--- config.mk ---
export PLATFORM = sky130hd
export DESIGN_NAME = set_job_scheduler
export DESIGN_NICKNAME = d
export VERILOG_FILES = /design/src/rtl/set_pkg.sv /design/src/rtl/set_cmd_fifo.sv /design/src/rtl/set_job_scheduler.sv
export SDC_FILE = /design/constraint.sdc
export NUM_CORES = 1
export LEC_CHECK = 0
export ABC_AREA = 0
export CAP_MARGIN = 25
export CORE_MARGIN = 4
export CORE_UTILIZATION = 25
export CTS_CLUSTER_DIAMETER = 150
export DETAILED_ROUTE_END_ITERATION = 12
export PLACE_DENSITY = 0.44
export SYNTH_ARGS = -nofsm -noshare
export SYNTH_HDL_FRONTEND = slang
export SYNTH_SLANG_ARGS = --single-unit
--- constraint.sdc ---
create_clock -name clk -period 5.4 [get_ports clk]
set_clock_uncertainty 0.1 [all_clocks]
set_input_delay 1.08 -clock clk [delete_from_list [all_inputs] [get_ports clk]]
set_output_delay 1.08 -clock clk [all_outputs]
set_load 0.01 [all_outputs]
--- src/rtl/set_pkg.sv ---
`default_nettype none
// ============================================================================
// Module   : set_pkg
// Brief    : Shared state encoding and command-word sizing for the SET
//            job scheduler.
// Revision : 1.0 - initial release
// ============================================================================
package set_pkg;

  localparam logic [1:0] IDLE  = 2'd0;
  localparam logic [1:0] ISSUE = 2'd1;
  localparam logic [1:0] WAIT  = 2'd2;

  typedef enum logic [1:0] {
    ST_IDLE  = IDLE,
    ST_ISSUE = ISSUE,
    ST_WAIT  = WAIT
  } state_t;

  // central(24) + radius(12) + mode(2); the caller tag is appended per instance
  localparam int CMD_FIXED_W = 24 + 12 + 2;

  localparam logic [7:0] TIMEOUT_CAND = 8'hFF;

  function automatic int cmd_w(input int tag_w);
    return CMD_FIXED_W + tag_w;
  endfunction

endpackage
`default_nettype wire

--- src/rtl/set_cmd_fifo.sv ---
`default_nettype none
// ============================================================================
// Module   : set_cmd_fifo
// Brief    : Command queue; pointers carry a wrap bit so count = wptr - rptr.
// Revision : 1.0 - initial release
// ============================================================================
module set_cmd_fifo #(
  parameter int DEPTH = 4,
  parameter int WIDTH = 42
) (
  input  logic                       clk,
  input  logic                       rst_n,
  input  logic                       i_push,
  input  logic [WIDTH-1:0]           i_wdata,
  input  logic                       i_pop,
  output logic [WIDTH-1:0]           o_rdata,
  output logic                       o_full,
  output logic                       o_empty,
  output logic [$clog2(DEPTH):0]     o_count
);

  localparam int c_aw = $clog2(DEPTH);

  logic [WIDTH-1:0] r_mem [DEPTH];
  logic [c_aw:0]    r_wptr;
  logic [c_aw:0]    r_rptr;
  logic             w_do_push;
  logic             w_do_pop;

  assign o_count   = r_wptr - r_rptr;
  assign o_full    = (o_count == (c_aw+1)'(DEPTH));
  assign o_empty   = (o_count == '0);
  assign w_do_push = i_push & ~o_full;
  assign w_do_pop  = i_pop & ~o_empty;
  assign o_rdata   = r_mem[r_rptr[c_aw-1:0]];

  always_ff @(posedge clk or negedge rst_n) begin
    if (!rst_n) begin
      r_wptr <= '0;
      r_rptr <= '0;
    end else begin
      if (w_do_push) r_wptr <= r_wptr + (c_aw+1)'(1);
      if (w_do_pop)  r_rptr <= r_rptr + (c_aw+1)'(1);
    end
  end

  always_ff @(posedge clk) begin
    if (w_do_push) r_mem[r_wptr[c_aw-1:0]] <= i_wdata;
  end

endmodule
`default_nettype wire

--- src/rtl/set_job_scheduler.sv ---
`default_nettype none
// ============================================================================
// Module   : set_job_scheduler
// Brief    : Queues set-query commands, issues them one at a time to SET,
//            and returns {candidate, tag, err} through a single result slot.
// Revision : 1.0 - initial release
// ============================================================================
module set_job_scheduler
  import set_pkg::*;
#(
  parameter int DEPTH   = 4,
  parameter int TAG_W   = 4,
  parameter int TIMEOUT = 32
) (
  input  logic             clk,
  input  logic             rst_n,
  input  logic             cmd_valid,
  output logic             cmd_ready,
  input  logic [23:0]      cmd_central,
  input  logic [11:0]      cmd_radius,
  input  logic [1:0]       cmd_mode,
  input  logic [TAG_W-1:0] cmd_tag,
  output logic             set_en,
  output logic [23:0]      set_central,
  output logic [11:0]      set_radius,
  output logic [1:0]       set_mode,
  input  logic             set_busy,
  input  logic             set_valid,
  input  logic [7:0]       set_candidate,
  output logic             res_valid,
  input  logic             res_ready,
  output logic [7:0]       res_candidate,
  output logic [TAG_W-1:0] res_tag,
  output logic             res_err,
  output logic [15:0]      jobs_done
);

  localparam int CMD_W = cmd_w(TAG_W);
  localparam int c_wd_w = $clog2(TIMEOUT);
  localparam logic [c_wd_w-1:0] c_wd_last = c_wd_w'(TIMEOUT - 1);

  state_t                 r_state;
  state_t                 w_state_nxt;
  logic [c_wd_w-1:0]      r_wd;
  logic                   r_ready_en;
  logic                   r_set_en;
  logic [23:0]            r_set_central;
  logic [11:0]            r_set_radius;
  logic [1:0]             r_set_mode;
  logic [TAG_W-1:0]       r_job_tag;
  logic                   r_res_valid;
  logic [7:0]             r_res_candidate;
  logic [TAG_W-1:0]       r_res_tag;
  logic                   r_res_err;
  logic [15:0]            r_jobs_done;

  logic                   w_push;
  logic                   w_pop;
  logic                   w_done_ok;
  logic                   w_done_to;
  logic [CMD_W-1:0]       w_fifo_rdata;
  logic                   w_fifo_full;
  logic                   w_fifo_empty;
  logic [$clog2(DEPTH):0] w_fifo_count;
  logic                   w_unused;

  // r_ready_en keeps cmd_ready low while reset is held
  assign cmd_ready = r_ready_en & ~w_fifo_full;
  assign w_push    = cmd_valid & cmd_ready;
  assign w_unused  = set_busy ^ (^w_fifo_count);

  set_cmd_fifo #(
    .DEPTH (DEPTH),
    .WIDTH (CMD_W)
  ) u_cmd_fifo (
    .clk     (clk),
    .rst_n   (rst_n),
    .i_push  (w_push),
    .i_wdata ({cmd_central, cmd_radius, cmd_mode, cmd_tag}),
    .i_pop   (w_pop),
    .o_rdata (w_fifo_rdata),
    .o_full  (w_fifo_full),
    .o_empty (w_fifo_empty),
    .o_count (w_fifo_count)
  );

  always_comb begin
    w_state_nxt = r_state;
    w_pop       = 1'b0;
    w_done_ok   = 1'b0;
    w_done_to   = 1'b0;
    case (r_state)
      ST_IDLE: begin
        if (!w_fifo_empty && !r_res_valid) begin
          w_pop       = 1'b1;
          w_state_nxt = ST_ISSUE;
        end
      end
      ST_ISSUE: w_state_nxt = ST_WAIT;
      ST_WAIT: begin
        // a real completion beats a coincident timeout
        if (set_valid) begin
          w_done_ok   = 1'b1;
          w_state_nxt = ST_IDLE;
        end else if (r_wd == c_wd_last) begin
          w_done_to   = 1'b1;
          w_state_nxt = ST_IDLE;
        end
      end
      default: w_state_nxt = ST_IDLE;
    endcase
  end

  always_ff @(posedge clk or negedge rst_n) begin
    if (!rst_n) begin
      r_state         <= ST_IDLE;
      r_wd            <= '0;
      r_ready_en      <= 1'b0;
      r_set_en        <= 1'b0;
      r_set_central   <= '0;
      r_set_radius    <= '0;
      r_set_mode      <= '0;
      r_job_tag       <= '0;
      r_res_valid     <= 1'b0;
      r_res_candidate <= '0;
      r_res_tag       <= '0;
      r_res_err       <= 1'b0;
      r_jobs_done     <= '0;
    end else begin
      r_state    <= w_state_nxt;
      r_ready_en <= 1'b1;
      r_set_en   <= w_pop;
      if (r_state == ST_ISSUE)     r_wd <= '0;
      else if (r_state == ST_WAIT) r_wd <= r_wd + c_wd_w'(1);
      if (w_pop) {r_set_central, r_set_radius, r_set_mode, r_job_tag} <= w_fifo_rdata;
      if (w_done_ok || w_done_to) begin
        r_res_valid     <= 1'b1;
        r_res_candidate <= w_done_ok ? set_candidate : TIMEOUT_CAND;
        r_res_tag       <= r_job_tag;
        r_res_err       <= w_done_to;
        r_jobs_done     <= r_jobs_done + 16'd1;
      end else if (r_res_valid && res_ready) begin
        r_res_valid <= 1'b0;
      end
    end
  end

  assign set_en        = r_set_en;
  assign set_central   = r_set_central;
  assign set_radius    = r_set_radius;
  assign set_mode      = r_set_mode;
  assign res_valid     = r_res_valid;
  assign res_candidate = r_res_candidate;
  assign res_tag       = r_res_tag;
  assign res_err       = r_res_err;
  assign jobs_done     = r_jobs_done;

endmodule
`default_nettype wire

==> results of run 1 <==
[registers in the layout, summed over array words and instances (netlist names), 2 cells and up]
register / count
res_candidate: 8
u_cmd_fifo.r_mem: 168
set_mode: 2
u_cmd_fifo.r_rptr: 3
u_cmd_fifo.r_wptr: 3
res_tag: 4
r_job_tag: 4
set_radius: 12
set_central: 24
r_wd: 5
r_state: 2
jobs_done: 16
[power groups by stage]
stage / combinational [mW] / sequential (mW) / clock [mW]
after floorplan: 1.38 / 2.86 / 0
after global placement: 2.32 / 2.79 / 0
after detailed placement: 2.36 / 2.81 / 0
after CTS: 2.37 / 2.78 / 2.08
after global routing: 2.53 / 2.82 / 2.18
final: 2.31 / 2.76 / 2.01
[Yosys cell counts, drive strengths merged, types with 2 or more instances]
cell      n  area (µm²)
edfxtp  168        5045
dfrtp    87        2177
mux2     46       518.0
mux4     42       945.9
nand2    26       97.59
xnor2    17       156.4
ha       13       162.7
inv      12       45.04
buf      10       73.81
o22a      8       70.07
nand3     7       35.03
o21ai     7       46.29
clkbuf    6       22.52
nor2      6       22.52
a21oi     4       20.02
and3      4       25.02
nor3b     4       30.03
xor2      4       35.03
a31oi     3       18.77
and2      3       18.77
and4      3       26.28
nand4     3       18.77
nand3b    2       15.01
nor2b     2       12.51
o22ai     2       12.51
[through the flow]
step / utilization / cell area (µm²) / instances / worst slack (ns)
after global routing: 0.3317 / 12580 / 1179 / 1.566
final: 0.3317 / 12580 / 1180 / 1.718
after CTS: 0.3309 / 12550 / 1178 / 1.663
after global placement: 0.3047 / 11560 / 1122 / 1.828
after floorplan: - / 9692 / 495 / 1.059
after detailed placement: 0.3047 / 11560 / 1122 / 1.818
[critical path, delay by kind of cell (launching register included)]
family                   cells  cell delay (ns)
XOR/XNOR                     1             0.18
AND/OR/NAND/NOR              1             0.20
buffers and inverters        2             0.78
flip-flops                   1             0.40
adder cells (fa/ha/maj)      1             0.16
AO/OA/AOI/OAI                1             0.23
[final timing paths]
kind,from,endpoint,slack (ns),cells after the start
worst max-delay path,u_cmd_fifo.r_wptr[0],cmd_ready,1.72,6
worst min-delay path,r_job_tag[2],res_tag[2],0.37,2
worst max register to register,u_cmd_fifo.r_wptr[0],u_cmd_fifo.r_mem[2][35],2.35,7
worst min register to register,r_job_tag[2],res_tag[2],0.37,2
max in group asynchronous,rst_n,res_candidate[6],3.59,2
min in group asynchronous,rst_n,res_candidate[0],0.51,1
[metal layers]
| metal | vias up | share of wire |
|---|---|---|
| li1 | 2233 | - |
| met1 | 2557 | 0.43 |
| met2 | 123 | 0.49 |
| met3 | 37 | 0.055 |
| met4 | 2 | 0.021 |
| met5 | - | 0.00037 |
[final cells by class]
cell class | instances | area, µm² | area share
Timing Repair Buffer | 133 | 1326 | 0.1054
Tap cell | 511 | 639.4 | 0.05081
Clock inverter | 22 | 209.0 | 0.01661
Antenna cell | 1 | 2.502 | 0.0001989
Inverter | 12 | 45.04 | 0.003580
Sequential cell | 255 | 7227 | 0.5743
Clock buffer | 34 | 787.0 | 0.06254
Multi-Input combinational cell | 212 | 2347 | 0.1865
[cells by family (layout without fill, tap and decap cells)]
family          count (synthesis)  count (layout)
compound gates                 28              28
xor+xnor                       21              21
fa+ha+maj                      13              13
buf+inv                        28             201
flops                         255             255
mux                            88              88
other cells                     1               2
simple gates                   61              61
==> out/results.tsv, run 1 <==
stage	metric	value	unit
synthesis	synth_edf_count	168	
placement	place_congestion	0.7359	
synthesis	synth_fa_ha_area_frac	0.01678	
cts	ctsHoldBuffers	0	
sta	slew_viol_final	0	
worst_setup_path	critPathMaxFanout	8	
global_routing	grt_max_degree	50	
pwr	power_density	562.7	mW/mm²
global_routing	top_usage_layer	met2	
worst_setup_path	critPathKind	register to output pin	
pwr	p_clk_frac	0.284	
global_routing	gr-total-overflow	0	
sta	finalHoldViolations	0	
global_routing	grtUsageMet2	0.1776	
cts	ctsResizeCount	0	
sta	setup_viol	0	
cts	ctsLongestPathBuffers	3	
global_routing	use_met3	0.02517	
floorplan	fp.dieH	204.9	µm
floorplan	core.rowCount	71	
cts	clk_pin_slew	0.06	ns
layout	area_growth	29.83	%
cts	cts_tree	yes	
pwr	p_total	7.080	mW
placement	place_hpwl	12870	µm
worst_setup_path	path_cells	inv_1 -> ha_1 -> nor2b_1 -> xnor2_2 -> a31oi_1 -> clkdlybuf4s50_1	
sta	finalCritPeriodShare	0.6819	
outcome	status	complete, no violations	
global_routing	antenna_found_initial	1	
drt	via_count	4952	
global_routing	track_usage	0.1035	
sta	setup_tns	0	ns
cts	cts_sinks	255	
drt	drtIter0Drc	191	
synthesis	synthesis.area	0.009692	mm²
layout	layout.nets	713	
floorplan	initial_core_util	0.2555	
floorplan	coreArea	0.03793	mm²
worst_setup_path	cp_slowest_cell	clkdlybuf4s50_1	
sta	maxSlewHeadroom	0.4849	
pwr	p_seq_frac	0.390	
synthesis	yosysUniqueCellTypes	36	
synthesis	synth_ff_type	edfxtp_1	
sta	max_freq	271.6	MHz
drt	drt_first_pass_iters	6	
drt	drt_wl_total	21760	µm
global_routing	grt_first_pass_wirelength	33580	µm
synthesis	synthCells	495	
floorplan	pin_count	126	
pwr	ir_worst_vdd	0.0002671	V
sta	whs	0.3682	ns
synthesis	synth_top_family_by_area	multiplexers	
synthesis	synth-seq-cells	255	
synthesis	avgSynthCellArea	19.58	µm²
synthesis	synth_simple_gate_area_share	0.03176	
cts	cts_buffers	30	
run	maxCapViolCount	0	
global_routing	grt_pass1_vias	5524	
floorplan	dieArea	0.04198	mm²
placement	io_buffers	124	
synthesis	synth-seq-area-share	0.7452	
worst_setup_path	worstSetupStartpointType	register	
layout	fillers	3656	
cts	clk_latency	0.55	ns
pwr	switchingPower	2.090	mW
synthesis	syn_nets	564	
pwr	leakage	4.463	nW
global_routing	grt_util_met1	0.1324	
synthesis	yosys_warnings	0	
cts	clk_root_buffer_cell	clkbuf_16	
synthesis	ys_async_sr_fraction	0.3412	
sta	rsz0062_at_grt	false	
sta	period_minus_slack	3.682	ns
worst_setup_path	worst_ep_arrival_time	2.50	ns
layout	layout_commonest_cell	edfxtp_1	
pwr	p_int	4.990	mW
drt	wl_per_cell	18.44	µm
synthesis	synth_compound_area_frac	0.02053	
pwr	combPwrFrac	0.326	
worst_setup_path	endpoint_kind	output pin	
drt	vias_per_cell	4.197	
hold_path	hold_path.class	register to register	
synthesis	synthMuxAreaShare	0.1510	
drt	ant_nets	0	
synthesis	yosys.area_share.xor_xnor	0.01975	
layout	final_cell_mix	edfxtp_1 (168), clkdlybuf4s50_1 (123), dfrtp_1 (85)	
cts	cts_setup_buffers	0	
worst_setup_path	cp.required	4.22	ns
cts	h-tree-depth	1	
floorplan	die_width	204.9	µm
worst_setup_path	slowest_delay	0.62	ns
layout	drive_above_1_share	0.2320	
sta	tightestPinTransition	0.7726	ns
drt	drc_errors	0	
pwr	p_sw_frac	0.2951	
Note: power is estimated with default switching activity, not from simulation.
==> inputs of run 2 (changes only) <==
--- a/config.mk
+++ b/config.mk
@@ -11,7 +11,7 @@
 export CORE_UTILIZATION = 25
 export CTS_CLUSTER_DIAMETER = 150
 export DETAILED_ROUTE_END_ITERATION = 12
-export PLACE_DENSITY = 0.44
+export PLACE_DENSITY = 0.46
 export SYNTH_ARGS = -nofsm -noshare
 export SYNTH_HDL_FRONTEND = slang
 export SYNTH_SLANG_ARGS = --single-unit
==> constraint.sdc (replaced) <==
create_clock -name clk -period 3 [get_ports clk]
set_clock_uncertainty 0.1 [all_clocks]
set_input_delay 0.6 -clock clk [delete_from_list [all_inputs] [get_ports clk]]
set_output_delay 0.6 -clock clk [all_outputs]
set_load 0.01 [all_outputs]
==> run 2 against run 1 <==
Effect of this change: count of clock-buffer cells in the layout increased by 1; critical path type unchanged; via count is 0.36% higher; largest cell class unchanged; flip-flop and latch count unchanged; register-to-register slack got worse by 1.9 ns; highest routed layer unchanged; largest power group unchanged; final cell count up 0.34%; sequential power rose by 80%; critical path depth stayed put.
==> out/results.tsv, run 2 (same netlist as run 1, synthesis figures left out) <==
stage	metric	value	unit
run	maxCapViolCount	0	
floorplan	core.rowCount	71	
sta	tightestPinTransition	0.7487	ns
layout	layout_commonest_cell	edfxtp_1	
cts	cts_sinks	255	
placement	post-place-ws	0.4062	ns
cts	clk_pin_slew	0.06	ns
drt	wl_per_cell	18.10	µm
worst_setup_path	critPathBufInv	2	
sta	setup_tns	0	ns
drt	drc_errors	0	
sta	slew_viol_final	0	
layout	drive_above_1_share	0.2348	
drt	via_count	4970	
layout	area_growth	30.73	%
placement	place_hpwl	12820	µm
global_routing	gr-total-overflow	0	
floorplan	die_width	204.9	µm
worst_setup_path	slowest_delay	0.41	ns
worst_setup_path	worstSetupStartpointType	register	
floorplan	dieArea	0.04198	mm²
placement	io_buffers	124	
worst_setup_path	rrSetupSlack	0.42	ns
worst_setup_path	endpoint_kind	output pin	
layout	n_antenna_cell	0	
worst_setup_path	cp_top_family	buffers and inverters	
sta	period_minus_slack	2.771	ns
drt	drt_wl_total	21430	µm
cts	cts_buffers	29	
drt	drt_first_pass_iters	4	
worst_setup_path	worst_ep_arrival_time	2.07	ns
drt	ant_nets	0	
layout	largest_register_ffs	168	
worst_setup_path	path_cells	inv_1 -> ha_1 -> nor2b_1 -> xnor2_2 -> a31oi_1 -> dlygate4sd2_1	
cts	clk_latency	0.54	ns
floorplan	fp.dieH	204.9	µm
placement	place_congestion	0.7429	
hold_path	hold_path.class	register to register	
pwr	ir_worst_vdd	0.0004419	V
drt	drtIter0Drc	203	
pwr	p_total	12.71	mW
floorplan	pin_count	126	
drt	vias_per_cell	4.198	
global_routing	grt_max_degree	45	
layout	final_util	0.3340	
global_routing	antenna_found_initial	1	
sta	setup_slack	0.2289	ns
outcome	status	complete, no violations	
layout	layout.nets	721	
worst_setup_path	critPathMaxFanout	4	
layout	final_cell_mix	edfxtp_1 (168), clkdlybuf4s50_1 (122), dfrtp_1 (85)	
cts	clk_root_buffer_cell	clkbuf_16	
cts	cts_tree	yes	
layout	fillers	3657	
worst_setup_path	cp_slowest_cell	dfrtp_1	
worst_setup_path	critPathKind	register to output pin	
cts	h-tree-depth	1	
sta	finalCritPeriodShare	0.9237	
global_routing	track_usage	0.1027	
pwr	power_density	1003	mW/mm²
global_routing	grt_first_pass_wirelength	33340	µm
floorplan	initial_core_util	0.2555	
global_routing	grt_pass1_vias	5546	
sta	setup_viol	0	
cts	cts_setup_buffers	0	
worst_setup_path	cp.required	2.30	ns
sta	rsz0062_at_grt	false	
sta	maxSlewHeadroom	0.5009	
pwr	leakage	4.495	nW
cts	ctsLongestPathBuffers	3	
sta	max_freq	360.9	MHz
floorplan	coreArea	0.03793	mm²
sta	finalHoldViolations	0	
==> run 2: cell count changes in the layout (fill, tap and decap cells not counted), sizes merged <==
cell	before	now
dlygate4sd3	0	1
clkbuf	34	35
clkdlybuf4s50	123	122
clkinv	13	9
buf	10	18
dlygate4sd2	0	1
inv	15	13
clkinvlp	3	4
diode	1	0
==> run 2: worst paths after layout <==
kind	from	end	cells past startpoint
min in group asynchronous	rst_n	set_central[16]	2
worst min register to register	jobs_done[15]	jobs_done[15]	1
worst max register to register	u_cmd_fifo.r_wptr[0]	u_cmd_fifo.r_mem[1][16]	8
worst max-delay path	u_cmd_fifo.r_wptr[0]	cmd_ready	6
max in group asynchronous	rst_n	jobs_done[9]	4
worst min-delay path	jobs_done[15]	jobs_done[15]	1
==> run 2: per-stage QoR <==
| stage | cells | hold WS, ns | area [µm²] |
|---|---|---|---|
| global route | 1184 | 0.4000 | 12670 |
| floorplan | 495 | 0.2044 | 9711 |
| finish | 1184 | 0.3692 | 12670 |
| CTS | 1183 | 0.3783 | 12640 |
| detailed placement | 1130 | 0.3661 | 11710 |
| global placement | 1130 | 0.3576 | 11710 |
==> run 2: layer usage <==
metal  global-route usage  wire (µm)  vias up
met3              0.02675       1297       33
met4              0.02703        364        2
met2               0.1701      10180      122
met5                    0         12        -
li1                     -          -     2244
met1               0.1350       9569     2569
==> run 2: power by group <==
part	switching [mW]	internal (mW)	leakage (nW)
Combinational	1.95	2.34	1.47
Clock	1.38	2.05	0.446
Sequential	0.385	4.60	2.58
==> run 2: layout make-up <==
class	count	area [µm²]	share of cell area
clock buffer	35	758.2	0.05985
clock inverter	17	170.2	0.01343
inverter	12	45.04	0.003555
multi-input combinational	212	2347	0.1853
sequential	255	7227	0.5704
tap	511	639.4	0.05046
timing repair buffer	142	1483	0.1170
==> run 2: worst reg2reg max path, cell delays in order (launching register included) <==
cell and delay, ns:
dfrtp_1 0.41, inv_1 0.15, ha_1 0.16, nor2b_1 0.20, xnor2_2 0.09, buf_4 0.18, a31oi_1 0.42, and2_2 0.30
buf_12 0.24
==> run 2: repair_timing <==
action	4_1_cts	5_1_grt
hold buffers	1	0
gates resized for setup	1	0
hold endpoints to repair	33	0
endpoints found under the setup margin	1	0
==> inputs of run 3 (changes only) <==
--- a/config.mk
+++ b/config.mk
@@ -11,6 +11,7 @@
 export CORE_UTILIZATION = 25
 export CTS_CLUSTER_DIAMETER = 150
 export DETAILED_ROUTE_END_ITERATION = 12
+export GPL_TIMING_DRIVEN = 1
 export PLACE_DENSITY = 0.46
 export SYNTH_ARGS = -nofsm -noshare
 export SYNTH_HDL_FRONTEND = slang
==> results of run 3 <==
Final layout, timing and power as in run 2 (identical DEF).
